## src/rtl/ex_mem_stage_pkg.sv

```systemverilog
// ============================================================================
// Module      : ex_mem_stage_pkg
// Description : Shared MIPS datapath constants, ALU encodings and the
//               MEM/WB control bundle carried through the EX/MEM register.
// Revision    : 1.0 - initial release
// ============================================================================
`default_nettype none

package ex_mem_stage_pkg;

    localparam int c_DATA_W = 32;
    localparam int c_REG_W  = 5;

    localparam logic [c_REG_W-1:0] c_REG_ZERO = '0;

    // ALU control encodings produced by the upstream ALU decoder
    typedef enum logic [3:0] {
        ALU_AND = 4'b0000,
        ALU_OR  = 4'b0001,
        ALU_ADD = 4'b0010,
        ALU_SUB = 4'b0110,
        ALU_SLT = 4'b0111,
        ALU_NOR = 4'b1100
    } alu_ctrl_e;

    typedef struct packed {
        logic reg_write;
        logic mem_read;
        logic mem_write;
        logic mem_to_reg;
    } mem_ctrl_t;

    localparam mem_ctrl_t c_CTRL_NONE = '{default: 1'b0};

endpackage : ex_mem_stage_pkg

`default_nettype wire

```

## src/rtl/ex_mem_stage_if.sv

```systemverilog
// ============================================================================
// Module      : ex_mem_stage_if
// Description : EX-side inputs and MEM-side/forwarding outputs of the EX/MEM
//               pipeline register. The stage itself uses the slave modport.
// Revision    : 1.0 - initial release
// ============================================================================
`default_nettype none

interface ex_mem_stage_if
    import ex_mem_stage_pkg::*;
#(
    parameter int DATA_W = c_DATA_W,
    parameter int REG_W  = c_REG_W
);

    logic              ex_valid;
    logic [DATA_W-1:0] ex_alu_out;
    logic              ex_zero;
    logic [DATA_W-1:0] ex_write_data;
    logic [REG_W-1:0]  ex_rd;
    logic [DATA_W-1:0] ex_branch_target;
    logic              ex_reg_write;
    logic              ex_mem_read;
    logic              ex_mem_write;
    logic              ex_mem_to_reg;
    logic              ex_branch;
    logic              ex_branch_ne;

    logic              mem_valid;
    logic [DATA_W-1:0] mem_alu_out;
    logic [DATA_W-1:0] mem_write_data;
    logic [REG_W-1:0]  mem_rd;
    logic              mem_reg_write;
    logic              mem_mem_read;
    logic              mem_mem_write;
    logic              mem_mem_to_reg;
    logic              pc_src;
    logic [DATA_W-1:0] branch_target;
    logic              fwd_valid;
    logic [REG_W-1:0]  fwd_rd;
    logic [DATA_W-1:0] fwd_data;
    logic              fwd_is_load;

    modport master (
        output ex_valid, ex_alu_out, ex_zero, ex_write_data, ex_rd,
               ex_branch_target, ex_reg_write, ex_mem_read, ex_mem_write,
               ex_mem_to_reg, ex_branch, ex_branch_ne,
        input  mem_valid, mem_alu_out, mem_write_data, mem_rd,
               mem_reg_write, mem_mem_read, mem_mem_write, mem_mem_to_reg,
               pc_src, branch_target, fwd_valid, fwd_rd, fwd_data, fwd_is_load
    );

    modport slave (
        input  ex_valid, ex_alu_out, ex_zero, ex_write_data, ex_rd,
               ex_branch_target, ex_reg_write, ex_mem_read, ex_mem_write,
               ex_mem_to_reg, ex_branch, ex_branch_ne,
        output mem_valid, mem_alu_out, mem_write_data, mem_rd,
               mem_reg_write, mem_mem_read, mem_mem_write, mem_mem_to_reg,
               pc_src, branch_target, fwd_valid, fwd_rd, fwd_data, fwd_is_load
    );

endinterface : ex_mem_stage_if

`default_nettype wire

```

## src/rtl/ex_mem_stage_branch_resolve.sv

```systemverilog
// ============================================================================
// Module      : branch_resolve
// Description : Conditional branch decision from the ALU zero flag; shared
//               with the fetch unit so both agree on taken/not-taken.
// Revision    : 1.0 - initial release
// ============================================================================
`default_nettype none

module branch_resolve (
    input  wire logic valid,
    input  wire logic branch,
    input  wire logic branch_ne,
    input  wire logic zero,
    output logic      taken
);

    assign taken = valid & branch & (zero ^ branch_ne);

endmodule : branch_resolve

`default_nettype wire

```

## src/rtl/ex_mem_stage.sv

```systemverilog
// ============================================================================
// Module      : ex_mem_stage
// Description : EX/MEM pipeline register with branch resolution, one-shot
//               wrong-path squash and MEM-stage forwarding outputs.
// Revision    : 1.0 - initial release
// ============================================================================
`default_nettype none

module ex_mem_stage
    import ex_mem_stage_pkg::*;
#(
    parameter int DATA_W = c_DATA_W,
    parameter int REG_W  = c_REG_W
) (
    input  wire logic     clk,
    input  wire logic     rst_n,
    input  wire logic     stall,
    input  wire logic     flush,
    ex_mem_stage_if.slave bus
);

    logic              w_taken;
    mem_ctrl_t         w_ex_ctrl;
    logic              w_rd_nonzero;

    logic              r_valid;
    mem_ctrl_t         r_ctrl;
    logic              r_pc_src;
    logic [DATA_W-1:0] r_alu_out;
    logic [DATA_W-1:0] r_write_data;
    logic [REG_W-1:0]  r_rd;
    logic [DATA_W-1:0] r_branch_target;

    branch_resolve u_branch_resolve (
        .valid     (bus.ex_valid),
        .branch    (bus.ex_branch),
        .branch_ne (bus.ex_branch_ne),
        .zero      (bus.ex_zero),
        .taken     (w_taken)
    );

    assign w_ex_ctrl = '{reg_write:  bus.ex_reg_write,
                         mem_read:   bus.ex_mem_read,
                         mem_write:  bus.ex_mem_write,
                         mem_to_reg: bus.ex_mem_to_reg};

    always_ff @(posedge clk or negedge rst_n) begin
        if (!rst_n) begin
            r_valid         <= 1'b0;
            r_ctrl          <= c_CTRL_NONE;
            r_pc_src        <= 1'b0;
            r_alu_out       <= '0;
            r_write_data    <= '0;
            r_rd            <= '0;
            r_branch_target <= '0;
        end else if (flush) begin
            r_valid         <= 1'b0;
            r_ctrl          <= c_CTRL_NONE;
            r_pc_src        <= 1'b0;
            r_alu_out       <= '0;
            r_write_data    <= '0;
            r_rd            <= '0;
            r_branch_target <= '0;
        end else if (!stall) begin
            r_alu_out       <= bus.ex_alu_out;
            r_write_data    <= bus.ex_write_data;
            r_rd            <= bus.ex_rd;
            r_branch_target <= bus.ex_branch_target;
            // A taken branch in this stage means EX holds the wrong-path
            // instruction; the squash never re-arms, so it is one-shot.
            if (r_pc_src) begin
                r_valid  <= 1'b0;
                r_ctrl   <= c_CTRL_NONE;
                r_pc_src <= 1'b0;
            end else begin
                r_valid  <= bus.ex_valid;
                r_ctrl   <= bus.ex_valid ? w_ex_ctrl : c_CTRL_NONE;
                r_pc_src <= w_taken;
            end
        end
    end

    assign bus.mem_valid      = r_valid;
    assign bus.mem_alu_out    = r_alu_out;
    assign bus.mem_write_data = r_write_data;
    assign bus.mem_rd         = r_rd;
    assign bus.mem_reg_write  = r_valid & r_ctrl.reg_write;
    assign bus.mem_mem_read   = r_valid & r_ctrl.mem_read;
    assign bus.mem_mem_write  = r_valid & r_ctrl.mem_write;
    assign bus.mem_mem_to_reg = r_valid & r_ctrl.mem_to_reg;
    assign bus.pc_src         = r_valid & r_pc_src;
    assign bus.branch_target  = r_branch_target;

    // Forwarding depends on registered state only; stores never forward.
    assign w_rd_nonzero    = (r_rd != c_REG_ZERO);
    assign bus.fwd_valid   = r_valid & r_ctrl.reg_write & ~r_ctrl.mem_read
                           & ~r_ctrl.mem_write & w_rd_nonzero;
    assign bus.fwd_rd      = r_rd;
    assign bus.fwd_data    = r_alu_out;
    assign bus.fwd_is_load = r_valid & r_ctrl.mem_read & w_rd_nonzero;

endmodule : ex_mem_stage

`default_nettype wire

```

## src/flat_wrapper.sv

```systemverilog
// flat-port wrapper written by rule: the top's interface ports become plain ports
module ex_mem_stage_flat import ex_mem_stage_pkg::*;
#(
    parameter int DATA_W = c_DATA_W,
    parameter int REG_W  = c_REG_W
)
  (clk, rst_n, stall, flush, bus_ex_valid, bus_ex_alu_out, bus_ex_zero, bus_ex_write_data, bus_ex_rd, bus_ex_branch_target, bus_ex_reg_write, bus_ex_mem_read, bus_ex_mem_write, bus_ex_mem_to_reg, bus_ex_branch, bus_ex_branch_ne, bus_mem_valid, bus_mem_alu_out, bus_mem_write_data, bus_mem_rd, bus_mem_reg_write, bus_mem_mem_read, bus_mem_mem_write, bus_mem_mem_to_reg, bus_pc_src, bus_branch_target, bus_fwd_valid, bus_fwd_rd, bus_fwd_data, bus_fwd_is_load);
  ex_mem_stage_if #(.DATA_W(DATA_W), .REG_W(REG_W)) bus_i ();
  input  wire logic clk;
  input  wire logic rst_n;
  input  wire logic stall;
  input  wire logic flush;
  input wire logic [$bits(bus_i.ex_valid)-1:0] bus_ex_valid;
  input wire logic [$bits(bus_i.ex_alu_out)-1:0] bus_ex_alu_out;
  input wire logic [$bits(bus_i.ex_zero)-1:0] bus_ex_zero;
  input wire logic [$bits(bus_i.ex_write_data)-1:0] bus_ex_write_data;
  input wire logic [$bits(bus_i.ex_rd)-1:0] bus_ex_rd;
  input wire logic [$bits(bus_i.ex_branch_target)-1:0] bus_ex_branch_target;
  input wire logic [$bits(bus_i.ex_reg_write)-1:0] bus_ex_reg_write;
  input wire logic [$bits(bus_i.ex_mem_read)-1:0] bus_ex_mem_read;
  input wire logic [$bits(bus_i.ex_mem_write)-1:0] bus_ex_mem_write;
  input wire logic [$bits(bus_i.ex_mem_to_reg)-1:0] bus_ex_mem_to_reg;
  input wire logic [$bits(bus_i.ex_branch)-1:0] bus_ex_branch;
  input wire logic [$bits(bus_i.ex_branch_ne)-1:0] bus_ex_branch_ne;
  output wire logic [$bits(bus_i.mem_valid)-1:0] bus_mem_valid;
  output wire logic [$bits(bus_i.mem_alu_out)-1:0] bus_mem_alu_out;
  output wire logic [$bits(bus_i.mem_write_data)-1:0] bus_mem_write_data;
  output wire logic [$bits(bus_i.mem_rd)-1:0] bus_mem_rd;
  output wire logic [$bits(bus_i.mem_reg_write)-1:0] bus_mem_reg_write;
  output wire logic [$bits(bus_i.mem_mem_read)-1:0] bus_mem_mem_read;
  output wire logic [$bits(bus_i.mem_mem_write)-1:0] bus_mem_mem_write;
  output wire logic [$bits(bus_i.mem_mem_to_reg)-1:0] bus_mem_mem_to_reg;
  output wire logic [$bits(bus_i.pc_src)-1:0] bus_pc_src;
  output wire logic [$bits(bus_i.branch_target)-1:0] bus_branch_target;
  output wire logic [$bits(bus_i.fwd_valid)-1:0] bus_fwd_valid;
  output wire logic [$bits(bus_i.fwd_rd)-1:0] bus_fwd_rd;
  output wire logic [$bits(bus_i.fwd_data)-1:0] bus_fwd_data;
  output wire logic [$bits(bus_i.fwd_is_load)-1:0] bus_fwd_is_load;
  assign bus_i.ex_valid = bus_ex_valid;
  assign bus_i.ex_alu_out = bus_ex_alu_out;
  assign bus_i.ex_zero = bus_ex_zero;
  assign bus_i.ex_write_data = bus_ex_write_data;
  assign bus_i.ex_rd = bus_ex_rd;
  assign bus_i.ex_branch_target = bus_ex_branch_target;
  assign bus_i.ex_reg_write = bus_ex_reg_write;
  assign bus_i.ex_mem_read = bus_ex_mem_read;
  assign bus_i.ex_mem_write = bus_ex_mem_write;
  assign bus_i.ex_mem_to_reg = bus_ex_mem_to_reg;
  assign bus_i.ex_branch = bus_ex_branch;
  assign bus_i.ex_branch_ne = bus_ex_branch_ne;
  assign bus_mem_valid = bus_i.mem_valid;
  assign bus_mem_alu_out = bus_i.mem_alu_out;
  assign bus_mem_write_data = bus_i.mem_write_data;
  assign bus_mem_rd = bus_i.mem_rd;
  assign bus_mem_reg_write = bus_i.mem_reg_write;
  assign bus_mem_mem_read = bus_i.mem_mem_read;
  assign bus_mem_mem_write = bus_i.mem_mem_write;
  assign bus_mem_mem_to_reg = bus_i.mem_mem_to_reg;
  assign bus_pc_src = bus_i.pc_src;
  assign bus_branch_target = bus_i.branch_target;
  assign bus_fwd_valid = bus_i.fwd_valid;
  assign bus_fwd_rd = bus_i.fwd_rd;
  assign bus_fwd_data = bus_i.fwd_data;
  assign bus_fwd_is_load = bus_i.fwd_is_load;
  ex_mem_stage #(.DATA_W(DATA_W), .REG_W(REG_W)) u_core (.clk(clk), .rst_n(rst_n), .stall(stall), .flush(flush), .bus(bus_i));
endmodule
```

## config.mk

```make
export PLATFORM = sky130hd
export DESIGN_NAME = ex_mem_stage_flat
export DESIGN_NICKNAME = d
export VERILOG_FILES = /design/src/rtl/ex_mem_stage_pkg.sv /design/src/rtl/ex_mem_stage_if.sv /design/src/rtl/ex_mem_stage_branch_resolve.sv /design/src/rtl/ex_mem_stage.sv /design/src/flat_wrapper.sv
export SDC_FILE = /design/constraint.sdc
export NUM_CORES = 1
export LEC_CHECK = 0
export CAP_MARGIN = 10
export CORE_MARGIN = 4
export CORE_UTILIZATION = 39
export DETAILED_ROUTE_END_ITERATION = 16
export PLACE_DENSITY = 0.82
export SYNTH_ARGS = -nofsm -noshare
export SYNTH_HDL_FRONTEND = slang
export SYNTH_SLANG_ARGS = --single-unit
```

## constraint.sdc

```tcl
create_clock -name clk -period 1.7 [get_ports clk]
set_input_delay 0.255 -clock clk [delete_from_list [all_inputs] [get_ports clk]]
set_output_delay 0.255 -clock clk [all_outputs]
set_load 0.02 [all_outputs]
```

==> metrics.txt, run 1 <==
Synth area leader=dfrtp_1; share of cells above drive strength 1=5.61%; critical path's top delay family=simple AND/OR/NAND/NOR gates; dpl cells=748; wire per inst=17.3 µm; Slew headroom=68.4%; post-synth cell types=18; WL met2=6.68 mm; synthesized area per cell=11.8 µm²; Buf/Inv on CP=1; fin crit period=1880 ps; area added between synthesis and finish=59.9%; fin crit share=110%; Num CTS Buffers=9; final worst setup slack=-176 ps; die width=118 µm; Synth Register Bits=107; largest fanout on the critical path=2; Critical Path, Cell by Cell=or4_4 > nor2_4 > nor4b_2 > buf_4; final WL=13.3 mm; final-report hold violation count=0; TNS Setup=-349 ps; first-pass GRT wire length=21.3 mm; fin area=7560 µm²; HP Class=in -> async; CTS tree=yes; area of the core=11700 µm²; RSZ-0062 raised after global routing=yes; yosys warns=0; clock sinks=107; drc violations=0; maximum VDD drop=0.508 mV; syn_nets=512; Layout Nets=732; Critical Setup Path Class=reg -> out; startpoint types=flip-flop; CP peak stage delay=550 ps; Req. time, crit path=1440 ps; Root Driver=clkbuf_16; ranking of synthesized cells by area=dfrtp_1 (57%), mux2i_1 (22%), nor2_1 (8.1%); CTS clock-pin slew for the worst setup and hold paths=70 ps; actual slew at the worst max-slew pin=474 ps; vias in the first global route=3954; Clock Tree Buf Depth=2; GRT Util Overall=19.0%; Setup Viol. Count Final=2; worst slack, placed=-212 ps; total power=0.00669 W; area of the multi-input gates=1580 µm²; clk_skew=0.980 ps; maxcap violations=0; grt ovf=0; crit path launch=u_core.bus.fwd_rd[0]; I/O Buffers=258; reg2reg start=u_core.r_pc_src; vias per cell=4.84; Finished Layout Cells=767; Synth top area share=56.6%; wire length on met3=1.27 mm; diode count=0; DP Area=7140 µm²; Slowest cell on crit path=or4_4; Routed met1 length=5.02 mm; largest net degree at the start of global routing=108; Pleak=3.65 nW; Post-DP HPWL=9.87 mm; number of H-tree levels=3; Pre-Repair DR Iteration Count=5; violated checks=setup timing; Die H=118 µm; vias=3712; Cell Area, Synth=4730 µm²; Final Max Tran Viols=0; die area=13900 µm²; I/O pin count=259; Top Layer Used=met4; Core Rows=39; CP Data Arrival Time=1620 ps; Mapped Cells=399; PD cells=885 nW/µm²; fill count=912; post-synthesis sequential area ratio=56.6%; Starting Density=40.5%; status=finished, violations left; initial antenna violation count=0; Initial DRC Count=193; sequential cell area=2680 µm²; fmax=533 MHz; Final Wtd Congestion=0.801; Setup crit end kind=output port; antenna-violating nets left=0; worst skew pair latency=340 ps
[metrics by stage]
stage / hold WS (ps) / utilization, %
2_1_floorplan: -40.6 / -
3_3_place_gp: 183 / 61.2
3_5_place_dp: 183 / 61.2
4_1_cts: 365 / 64.5
5_1_grt: 375 / 64.8
6_report: 374 / 64.8
[final timing paths]
path	cells after the start	end	slack, ps
worst max-delay path	4	bus_fwd_valid	-180
worst min-delay path	2	u_core.bus.fwd_data[0]	370
worst max register to register	3	u_core.r_ctrl[1]	560
worst min register to register	2	u_core.bus.branch_target[4]	520
max in group asynchronous	3	u_core.bus.fwd_data[18]	680
min in group clk	4	u_core.r_ctrl[0]	380
[metal layers]
| layer | vias up | global-route usage (%) |
|---|---|---|
| li1 | 1720 | - |
| met3 | 21 | 7.45 |
| met1 | 1785 | 21.5 |
| met4 | 0 | 6.89 |
| met2 | 186 | 32.5 |
| met5 | - | 0 |
[registers in the layout (all words and copies together), names as in the netlist]
| register | flops |
|---|---|
| u_core.bus.fwd_data | 32 |
| u_core.r_pc_src | 1 |
| u_core.bus.fwd_rd | 5 |
| u_core.bus.branch_target | 32 |
| u_core.bus.mem_valid | 1 |
| u_core.bus.mem_write_data | 32 |
| u_core.r_ctrl | 4 |
[synthesized netlist by cell type]
| master | instances |
|---|---|
| dfrtp_1 | 107 |
| mux2i_1 | 102 |
| nor2_1 | 102 |
| buf_4 | 40 |
| buf_8 | 8 |
| clkbuf_1 | 7 |
| buf_2 | 6 |
| a21oi_1 | 5 |
| and2_1 | 5 |
| nand2_1 | 5 |
| nand3b_1 | 4 |
| nor2b_1 | 2 |
| buf_6 | 1 |
| nand4b_1 | 1 |
| nor2_2 | 1 |
| nor4b_1 | 1 |
| or4_1 | 1 |
| xor2_1 | 1 |
[cells by family (layout without fill, tap and decap cells)]
family / after synthesis / after routing / share of synthesized area (%)
AOI/OAI and AO/OA: 5 / 5 / 0.529
xor gates and xnor gates: 1 / 1 / 0.185
buffers and inverters: 62 / 287 / 10.3
DFF: 107 / 107 / 56.6
muxes: 102 / 102 / 21.6
and+or+nand+nor: 122 / 122 / 10.7
[final cells by class]
cell class / count / share of cell area [%]
clock buffer: 12 / 3.39
clock inverter: 4 / 1.59
multi-input combinational: 230 / 20.9
sequential: 107 / 35.4
tap: 143 / 2.37
timing repair buffer: 271 / 36.4
[cell usage in the layout (no fill, tap or decap), drive strengths merged, types with 4 or more instances in the layout]
| cell type | n |
|---|---|
| clkdlybuf4s50 | 238 |
| dlymetal6s2s | 8 |
| bufinv | 4 |
| and2 | 5 |
| a21oi | 5 |
| dlygate4sd2 | 5 |
| mux2i | 102 |
| nand2 | 5 |
| clkbuf | 12 |
| nand3b | 4 |
| buf | 17 |
| dfrtp | 107 |
| nor2 | 103 |
[where the power goes]
part           internal [W]  switching, W
logic              0.000718      0.000627
clock network       0.00167      0.000891
registers           0.00269     0.0000952
total               0.00507       0.00161
[timing repair]
| item | in CTS | in global routing |
|---|---|---|
| gates resized for setup | 18 | 11 |
| pin swaps | 1 | 1 |
| endpoints found under the setup margin | 7 | 10 |
| hold buffers | 1 | 0 |
| hold endpoints to repair | 24 | 0 |
| buffers inserted | 1 | 1 |
Note: power is estimated with default switching activity, not from simulation.
==> inputs of run 2 (changes only) <==
Clock period 1.7 ns to 1.92 ns, I/O delays scaled along.
==> run 2 against run 1 <==
Effect of this change:
- the run now ends clean
- total power down 20%
- non-clock buffer count down 2
- sequential share of layout area up 0.66 points
- die area unchanged
- final cell count down 0.26%
- combinational power down 11%
- global-route usage down 0.20 points
- critical path depth unchanged
- setup slack better by 210 ps
- critical path type unchanged
- critical endpoint unchanged
- largest cell class unchanged
==> metrics.txt, run 2 (synthesized netlist as in run 1, its figures left out) <==
clk_skew=1.79 ps; Post-DP HPWL=9.99 mm; GRT Util Overall=18.8%; Critical Path, Cell by Cell=or4_4 > nor2_4 > nor4b_1 > buf_2; final-report hold violation count=0; die width=118 µm; Core Rows=39; Finished Layout Cells=765; Final Max Tran Viols=0; commonest non-fill, non-tap cell in the layout=clkdlybuf4s50_1; critical path's top delay family=simple AND/OR/NAND/NOR gates; most frequent cells in the layout=clkdlybuf4s50_1 (252), dfrtp_1 (107), mux2i_1 (102), nor2_1 (102), clkbuf_16 (9); I/O pin count=259; vias=3647; Req. time, crit path=1630 ps; first-pass GRT wire length=20.9 mm; grt ovf=0; HP Class=in -> reg; Slowest cell on crit path=or4_4; fill count=942; area of the core=11700 µm²; final WL=13.1 mm; share of cells above drive strength 1=4.82%; maxcap violations=0; startpoint types=flip-flop; actual slew at the worst max-slew pin=480 ps; fin crit period=1890 ps; drc violations=0; area added between synthesis and finish=57.0%; largest fanout on the critical path=2; Critical Setup Path Class=reg -> out; CTS clock-pin slew for the worst setup and hold paths=70 ps; Pre-Repair DR Iteration Count=4; final worst setup slack=32.3 ps; CP peak stage delay=550 ps; TNS Setup=0 ps; wire per inst=17.2 µm; Setup crit end kind=output port; Initial DRC Count=134; fmax=530 MHz; number of H-tree levels=3; vias per cell=4.77; Layout Nets=730; Num CTS Buffers=9; fin area=7420 µm²; dpl cells=747; PD cells=724 nW/µm²; DP Area=7130 µm²; Final Wtd Congestion=0.738; die area=13900 µm²; Starting Density=40.5%; Die H=118 µm; initial antenna violation count=0; Root Driver=clkbuf_16; fin crit share=98.3%; clock sinks=107; Slew headroom=68.0%; status=completed; I/O Buffers=258; CP Data Arrival Time=1600 ps; antenna-violating nets left=0; worst skew pair latency=340 ps; worst slack, placed=-28.3 ps; maximum VDD drop=0.467 mV; hold_ws=383 ps; RSZ-0062 raised after global routing=yes; Setup Viol. Count Final=0; Clock Tree Buf Depth=2; Buf/Inv on CP=1; Pleak=3.46 nW; diode count=0; vias in the first global route=3903; CTS tree=yes; largest net degree at the start of global routing=67
## run 2: cell count changes in the layout (fill, tap and decap cells not counted), sizes merged
cell	delta
clkdlybuf4s50	+14
dlymetal6s2s	-7
dlygate4sd2	-5
bufinv	-4
buf	-2
clkbuf	+2
clkdlybuf4s15	-2
clkinv	+2
## run 2: worst register-to-register path, delay by kind of cell (launching register included)
family / cells / cell delay (ps)
simple gates: 2 / 490
compound gates: 1 / 160
flops: 1 / 400
## run 2: cell type report
cell class	instances	area [µm²]	share of cell area [%]
Timing Repair Buffer	269	2720	36.6
Multi-Input combinational cell	230	1570	21.2
Clock buffer	14	264	3.56
Tap cell	143	179	2.41
Clock inverter	2	10.0	0.135
Sequential cell	107	2680	36.1
## run 2: repair_timing
action | 4_1_cts | 5_1_grt
resized for setup | 9 | 3
endpoints found under the hold margin | 33 | 0
setup buffers | 1 | 0
endpoints found under the setup margin | 2 | 3
pin swaps | 2 | 1
hold buffers | 1 | 0
## run 2: per-layer routing
layer	vias to the layer above	global-route usage, %	part of all wire (%)
li1	1706	-	-
met1	1740	20.2	37
met4	0	8.28	2.9
met3	25	7.35	9.5
met2	176	32.7	51
met5	-	0	0
## run 2: worst paths after layout
check | start | to | slack [ps] | cells past startpoint
setup / recovery | u_core.bus.fwd_rd[2] | bus_fwd_valid | 30 | 4
hold / removal | flush | u_core.bus.mem_write_data[14] | 380 | 2
setup reg to reg | u_core.r_pc_src | u_core.r_ctrl[2] | 790 | 3
hold reg to reg | u_core.bus.branch_target[12] | u_core.bus.branch_target[12] | 520 | 2
max in group asynchronous | rst_n | u_core.bus.fwd_data[26] | 700 | 3
min in group asynchronous | rst_n | u_core.bus.fwd_data[8] | 450 | 2
## run 2: metrics by stage
stage	util, %	total power (W)
finish	63.6	0.00537
global route	63.6	0.00562
CTS	63.5	0.00545
detailed placement	61.1	0.00370
global placement	61.1	0.00367
floorplan	-	0.00307
## run 2: power by group
group | switching [W] | internal (W)
Clock | 0.000776 | 0.000949
Sequential | 0.0000833 | 0.00238
Combinational | 0.000553 | 0.000635
